--- src/rtl/isqrt_rr_arbiter_if.sv ---
// Bundle of requester, response, shared-isqrt and status signals for isqrt_rr_arbiter.
// The slave modport is the arbiter's view; master is the environment's view.
interface isqrt_rr_arbiter_if #(
    parameter int DEPTH = 8
);
    localparam int CW = $clog2(DEPTH) + 1;

    logic          req0_vld;
    logic [31:0]   req0_x;
    logic          req0_rdy;
    logic          req1_vld;
    logic [31:0]   req1_x;
    logic          req1_rdy;
    logic          resp0_vld;
    logic [15:0]   resp0_y;
    logic          resp1_vld;
    logic [15:0]   resp1_y;
    logic          isqrt_x_vld;
    logic [31:0]   isqrt_x;
    logic          isqrt_y_vld;
    logic [15:0]   isqrt_y;
    logic [CW-1:0] inflight;
    logic          err;

    modport slave (
        input  req0_vld, req0_x, req1_vld, req1_x, isqrt_y_vld, isqrt_y,
        output req0_rdy, req1_rdy, resp0_vld, resp0_y, resp1_vld, resp1_y,
               isqrt_x_vld, isqrt_x, inflight, err
    );

    modport master (
        output req0_vld, req0_x, req1_vld, req1_x, isqrt_y_vld, isqrt_y,
        input  req0_rdy, req1_rdy, resp0_vld, resp0_y, resp1_vld, resp1_y,
               isqrt_x_vld, isqrt_x, inflight, err
    );
endinterface

--- src/rtl/isqrt_rr_arbiter.sv ---
// Two-requester round-robin front end for a shared in-order isqrt unit.
// Operands pass straight through on grant; a tag FIFO routes returning results.
module isqrt_rr_arbiter #(
    parameter int DEPTH = 8
) (
    input logic               clk,
    input logic               rst,
    isqrt_rr_arbiter_if.slave bus
);
    localparam int PW = $clog2(DEPTH);
    localparam int CW = PW + 1;
    localparam logic [CW-1:0] FULL_C = CW'(DEPTH);

    logic [CW-1:0] inflight_q, inflight_d;
    logic [PW-1:0] wr_ptr_q, wr_ptr_d;
    logic [PW-1:0] rd_ptr_q, rd_ptr_d;
    logic          last_grant_q, last_grant_d;
    logic          err_q, err_d;
    logic          resp0_vld_q, resp0_vld_d;
    logic          resp1_vld_q, resp1_vld_d;
    logic [15:0]   resp0_y_q, resp0_y_d;
    logic [15:0]   resp1_y_q, resp1_y_d;
    logic          tag_q [DEPTH];

    logic gnt;
    logic accept;
    logic rdy0, rdy1;
    logic issue;
    logic pop;
    logic pop_tag;

    // On a tie the requester that did not win last time is granted.
    always_comb begin
        gnt = 1'b0;
        if (bus.req0_vld && bus.req1_vld) begin
            gnt = ~last_grant_q;
        end else if (bus.req1_vld) begin
            gnt = 1'b1;
        end
    end

    // Accept depends only on the registered count, so a same-cycle result never frees a slot.
    assign accept  = !rst && (inflight_q < FULL_C);
    assign rdy0    = accept && bus.req0_vld && !gnt;
    assign rdy1    = accept && bus.req1_vld && gnt;
    assign issue   = rdy0 || rdy1;
    assign pop     = !rst && bus.isqrt_y_vld && (inflight_q != '0);
    assign pop_tag = tag_q[rd_ptr_q];

    always_comb begin
        inflight_d   = inflight_q;
        wr_ptr_d     = wr_ptr_q;
        rd_ptr_d     = rd_ptr_q;
        last_grant_d = last_grant_q;
        err_d        = err_q;
        resp0_vld_d  = 1'b0;
        resp1_vld_d  = 1'b0;
        resp0_y_d    = resp0_y_q;
        resp1_y_d    = resp1_y_q;

        if (issue) begin
            wr_ptr_d     = wr_ptr_q + PW'(1);
            last_grant_d = gnt;
        end
        if (pop) begin
            rd_ptr_d = rd_ptr_q + PW'(1);
            if (pop_tag) begin
                resp1_vld_d = 1'b1;
                resp1_y_d   = bus.isqrt_y;
            end else begin
                resp0_vld_d = 1'b1;
                resp0_y_d   = bus.isqrt_y;
            end
        end
        if (issue && !pop) begin
            inflight_d = inflight_q + CW'(1);
        end else if (pop && !issue) begin
            inflight_d = inflight_q - CW'(1);
        end
        if (bus.isqrt_y_vld && (inflight_q == '0)) begin
            err_d = 1'b1;
        end
    end

    always_ff @(posedge clk) begin
        if (rst) begin
            inflight_q   <= '0;
            wr_ptr_q     <= '0;
            rd_ptr_q     <= '0;
            last_grant_q <= 1'b1;
            err_q        <= 1'b0;
            resp0_vld_q  <= 1'b0;
            resp1_vld_q  <= 1'b0;
            resp0_y_q    <= '0;
            resp1_y_q    <= '0;
        end else begin
            inflight_q   <= inflight_d;
            wr_ptr_q     <= wr_ptr_d;
            rd_ptr_q     <= rd_ptr_d;
            last_grant_q <= last_grant_d;
            err_q        <= err_d;
            resp0_vld_q  <= resp0_vld_d;
            resp1_vld_q  <= resp1_vld_d;
            resp0_y_q    <= resp0_y_d;
            resp1_y_q    <= resp1_y_d;
        end
    end

    // Tag storage holds data only; stale entries are harmless once the pointers reset.
    always_ff @(posedge clk) begin
        if (issue) begin
            tag_q[wr_ptr_q] <= gnt;
        end
    end

    assign bus.req0_rdy    = rdy0;
    assign bus.req1_rdy    = rdy1;
    assign bus.isqrt_x_vld = issue;
    assign bus.isqrt_x     = rdy1 ? bus.req1_x : (rdy0 ? bus.req0_x : 32'd0);
    assign bus.resp0_vld   = resp0_vld_q;
    assign bus.resp0_y     = resp0_y_q;
    assign bus.resp1_vld   = resp1_vld_q;
    assign bus.resp1_y     = resp1_y_q;
    assign bus.inflight    = inflight_q;
    assign bus.err         = err_err_unused_guard();

    function automatic logic err_err_unused_guard();
        return err_q;
    endfunction
endmodule

--- src/flat_wrapper.sv ---
// flat-port wrapper written by rule: the top's interface ports become plain ports
module isqrt_rr_arbiter_flat 
#(
    parameter int DEPTH = 8
)
  (clk, rst, bus_req0_vld, bus_req0_x, bus_req1_vld, bus_req1_x, bus_isqrt_y_vld, bus_isqrt_y, bus_req0_rdy, bus_req1_rdy, bus_resp0_vld, bus_resp0_y, bus_resp1_vld, bus_resp1_y, bus_isqrt_x_vld, bus_isqrt_x, bus_inflight, bus_err);
  isqrt_rr_arbiter_if #(.DEPTH(DEPTH)) bus_i ();
  input logic clk;
  input logic rst;
  input wire logic [$bits(bus_i.req0_vld)-1:0] bus_req0_vld;
  input wire logic [$bits(bus_i.req0_x)-1:0] bus_req0_x;
  input wire logic [$bits(bus_i.req1_vld)-1:0] bus_req1_vld;
  input wire logic [$bits(bus_i.req1_x)-1:0] bus_req1_x;
  input wire logic [$bits(bus_i.isqrt_y_vld)-1:0] bus_isqrt_y_vld;
  input wire logic [$bits(bus_i.isqrt_y)-1:0] bus_isqrt_y;
  output wire logic [$bits(bus_i.req0_rdy)-1:0] bus_req0_rdy;
  output wire logic [$bits(bus_i.req1_rdy)-1:0] bus_req1_rdy;
  output wire logic [$bits(bus_i.resp0_vld)-1:0] bus_resp0_vld;
  output wire logic [$bits(bus_i.resp0_y)-1:0] bus_resp0_y;
  output wire logic [$bits(bus_i.resp1_vld)-1:0] bus_resp1_vld;
  output wire logic [$bits(bus_i.resp1_y)-1:0] bus_resp1_y;
  output wire logic [$bits(bus_i.isqrt_x_vld)-1:0] bus_isqrt_x_vld;
  output wire logic [$bits(bus_i.isqrt_x)-1:0] bus_isqrt_x;
  output wire logic [$bits(bus_i.inflight)-1:0] bus_inflight;
  output wire logic [$bits(bus_i.err)-1:0] bus_err;
  assign bus_i.req0_vld = bus_req0_vld;
  assign bus_i.req0_x = bus_req0_x;
  assign bus_i.req1_vld = bus_req1_vld;
  assign bus_i.req1_x = bus_req1_x;
  assign bus_i.isqrt_y_vld = bus_isqrt_y_vld;
  assign bus_i.isqrt_y = bus_isqrt_y;
  assign bus_req0_rdy = bus_i.req0_rdy;
  assign bus_req1_rdy = bus_i.req1_rdy;
  assign bus_resp0_vld = bus_i.resp0_vld;
  assign bus_resp0_y = bus_i.resp0_y;
  assign bus_resp1_vld = bus_i.resp1_vld;
  assign bus_resp1_y = bus_i.resp1_y;
  assign bus_isqrt_x_vld = bus_i.isqrt_x_vld;
  assign bus_isqrt_x = bus_i.isqrt_x;
  assign bus_inflight = bus_i.inflight;
  assign bus_err = bus_i.err;
  isqrt_rr_arbiter #(.DEPTH(DEPTH)) u_core (.clk(clk), .rst(rst), .bus(bus_i));
endmodule
--- config.mk ---
export PLATFORM = sky130hd
export DESIGN_NAME = isqrt_rr_arbiter_flat
export DESIGN_NICKNAME = d
export VERILOG_FILES = /design/src/rtl/isqrt_rr_arbiter_if.sv /design/src/rtl/isqrt_rr_arbiter.sv /design/src/flat_wrapper.sv
export SDC_FILE = /design/constraint.sdc
export NUM_CORES = 1
export LEC_CHECK = 0
export BUFFER_PORTS_ARGS = -buffer_cell sky130_fd_sc_hd__buf_2
export CAP_MARGIN = 30
export CORE_MARGIN = 2
export CORE_UTILIZATION = 45
export CTS_CLUSTER_DIAMETER = 120
export CTS_CLUSTER_SIZE = 8
export DETAILED_ROUTE_END_ITERATION = 8
export PLACE_DENSITY_LB_ADDON = 0.15
export SETUP_SLACK_MARGIN = 0.3
export SLEW_MARGIN = 0
export SYNTH_ARGS = -nofsm -noshare
export SYNTH_HDL_FRONTEND = slang
export SYNTH_SLANG_ARGS = --single-unit
--- constraint.sdc ---
create_clock -name clk -period 8.2 [get_ports clk]
set_clock_uncertainty 0.1 [all_clocks]
set_input_delay 0.41 -clock clk [delete_from_list [all_inputs] [get_ports clk]]
set_output_delay 0.41 -clock clk [all_outputs]
set_load 0.005 [all_outputs]
==> impl_metrics.json <==
{
  "path_class": "in -> reg",
  "crit_chain": "buf_2, nor2_1, o21a_1, ha_1, inv_1, ha_1, a21o_1, a21oi_1, mux2i_1, mux2_2",
  "avgRoutedWirePerCell_um": 14.8,
  "ctsResizeCount": 0,
  "leakagePower_nw": 1.98,
  "grt_usage_pct": 19.6,
  "ys_ff_latch": 57,
  "core_um2": 5960,
  "path_delay_family": "buffers and inverters",
  "drive_above_1_share_pct": 52.5,
  "max_stage_delay_ns": 0.64,
  "vias": 2344,
  "start_util_pct": 46.7,
  "yosys_warnings": 0,
  "path_clk_slew_ns": 0.07,
  "worstPathArrival_ns": 2.97,
  "status": "completed",
  "final-setup-viol-count": 0,
  "slowest_stage": "buf_2",
  "tightest_slew_ns": 0.867,
  "cp.buffers_inverters": 2,
  "grt_pass1_vias": 2105,
  "rows": 28,
  "htree_num_levels": 3,
  "cts.sinks": 57,
  "nets": 493,
  "reg2reg_depth": 9,
  "root_buffer": "clkbuf_8",
  "synth_area_um2": 2780,
  "nFillCells": 494,
  "hold_slack_ns": 0.215,
  "cts_buffers": 9,
  "reg2reg_to": "u_core.bus.inflight[3]",
  "first_pass_iters": 4,
  "drv_cap": 0,
  "maxSlewViolCount": 0,
  "path_common_cell": "ha_1",
  "ios": 159,
  "cp_max_fo": 48,
  "hold_class": "in -> reg",
  "min_from": "bus_isqrt_y[4]",
  "postCtsSetupBuffers": 0,
  "rsz0062_at_grt": "false",
  "fin_crit_ns": 2.85,
  "cp.required_ns": 8.32,
  "async_flop_share_pct": 0,
  "netlist-cell-type-count": 36,
  "ctsHoldBuffers": 0,
  "ys.flop_type": "dfxtp_1",
  "hpwlAfterDp_um": 5250,
  "synthTopCellsByArea": "dfxtp_1 (35%), a22o_1 (10%), mux2_4 (9.7%)",
  "syn-num-nets": 338,
  "slew_headroom_pct": 42.2,
  "min_path_cells": 2,
  "powerDensity_nw_per_um2": 239,
  "hold_viol_final": 0,
  "drc": 0,
  "cts_max_path_buffers": 2,
  "synth_commonest_cells": "dfxtp_1 (49), nor2b_1 (34), a22o_1 (32), nor2_1 (22), mux2_4 (18)",
  "die_area_um2": 6830,
  "area_growth_pct": 36.7,
  "synth_edf_count": 8,
  "antenna_found_initial": 0,
  "grt_pass1_wl_um": 10000,
  "yosys.area.top_type_share_pct": 35.3,
  "critPathLaunchType": "input pin",
  "clk_latency_ns": 0.33,
  "syn_area_per_cell_um2": 11.3,
  "ir_drop_v": 0.000157,
  "diodes": 0,
  "ant_nets": 0,
  "fin_setup_tns_ns": 0,
  "cts_tree": "built",
  "dieHeight_um": 82.6,
  "place.port_buffers": 158,
  "ys_seq_area_share_pct": 43.9,
  "r2r-start": "u_core.bus.inflight[0]",
  "via_per_inst": 4.87,
  "grt_max_degree": 49,
  "fmax_mhz": 351,
  "whs_endpoint": "u_core.bus.resp1_y[4]",
  "end_kind": "register",
  "reg2reg_slack_ns": 5.44,
  "synth_cells": 247,
  "drtIter0Drc": 91,
  "gp_congestion": 0.755,
  "period_share_pct": 34.7,
  "dieWidth_um": 82.6,
  "synth.most_common_cell": "dfxtp_1",
  "grt_remaining_overflow": 0,
  "wl_um": 7110,
  "yosysTopAreaCell": "dfxtp_1"
}
## worst register-to-register path: stages (launching register included)
cell and delay [ns]:
dfxtp_1 0.40, o41ai_4 0.50, or2_4 0.22, ha_1 0.16, inv_1 0.09, ha_1 0.27, a21o_1 0.17, a21oi_1 0.18
mux2i_1 0.21, mux2_2 0.34
## state kept, by name (all words and copies together) (netlist names), named ones only
name / count
u_core.last_grant_q: 1
u_core.tag_q: 8
u_core.rd_ptr_q: 3
u_core.wr_ptr_q: 3
u_core.bus.err: 1
u_core.bus.resp1_vld: 1
u_core.bus.inflight: 4
u_core.bus.resp0_vld: 1
u_core.bus.resp0_y: 16
u_core.bus.resp1_y: 16
## metal layers
layer	GRT usage (%)	part of all wire, %	vias to the layer above
met4	6.89	0.80	0
met1	26.3	45	1085
met3	8.15	6.9	8
li1	-	-	1185
met5	0	0	-
met2	28.1	47	66
## where the power goes
group | total, mW | switching (mW) | internal [mW] | leakage, nW
sequential | 0.379 | 0.0404 | 0.339 | 0.473
combinational | 0.290 | 0.124 | 0.166 | 1.41
clock | 0.241 | 0.108 | 0.133 | 0.0971
total | 0.910 | 0.272 | 0.638 | 1.98
## worst max path at each step
stage,end,startpoint,cells past startpoint
after floorplan,u_core.bus.inflight[3],u_core.bus.inflight[0],9
after global placement,u_core.bus.inflight[3],rst,10
after detailed placement,u_core.bus.inflight[3],rst,10
after CTS,u_core.bus.inflight[3],rst,10
after global routing,u_core.bus.inflight[3],rst,10
final,u_core.bus.inflight[3],rst,10
## cell usage in the layout, fill, tap and decap left out, types with 2 or more instances in the layout
cell type,count
a21oi_1,4
a22o_1,32
buf_2,158
clkbuf_8,10
clkinv_2,3
dfxtp_1,49
edfxtp_1,8
ha_1,5
inv_1,4
mux2_2,15
mux2_4,18
mux2i_1,8
nand2_1,4
nand2b_1,5
nor2_1,22
nor2b_1,34
nor3_1,2
xnor2_1,3
xor2_1,2
## stage by stage
step	util, %	total power, mW	std cells	setup slack [ns]	area (µm²)
floorplan	-	0.568	247	5.58	2780
global placement	60.3	0.670	465	5.01	3590
detailed placement	60.8	0.675	466	4.98	3620
CTS	63.8	0.920	481	5.33	3800
global route	63.8	0.964	481	5.13	3800
finish	63.8	0.910	481	5.35	3800
## area by class of cell
cell class,instances,area (µm²),area share [%]
flip-flops and latches,57,1220,32.1
clock buffers,12,166,4.38
clock inverters,3,15.0,0.395
inverters,4,15.0,0.395
well taps,75,93.8,2.47
repair buffers,160,826,21.7
multi-input cells,170,1470,38.5
## cell families (layout without fill, tap and decap cells)
family          after synthesis  after routing  synth area share [%]
simple gates                 75             75                  15.2
flops                        57             57                  43.9
compound gates               43             43                  14.1
mux                          41             41                  18.7
buf+inv                      20            179                  3.60
fa+ha+maj                     6              6                  2.97
xor+xnor                      5              5                  1.57
(Power assumes the default switching activity.)
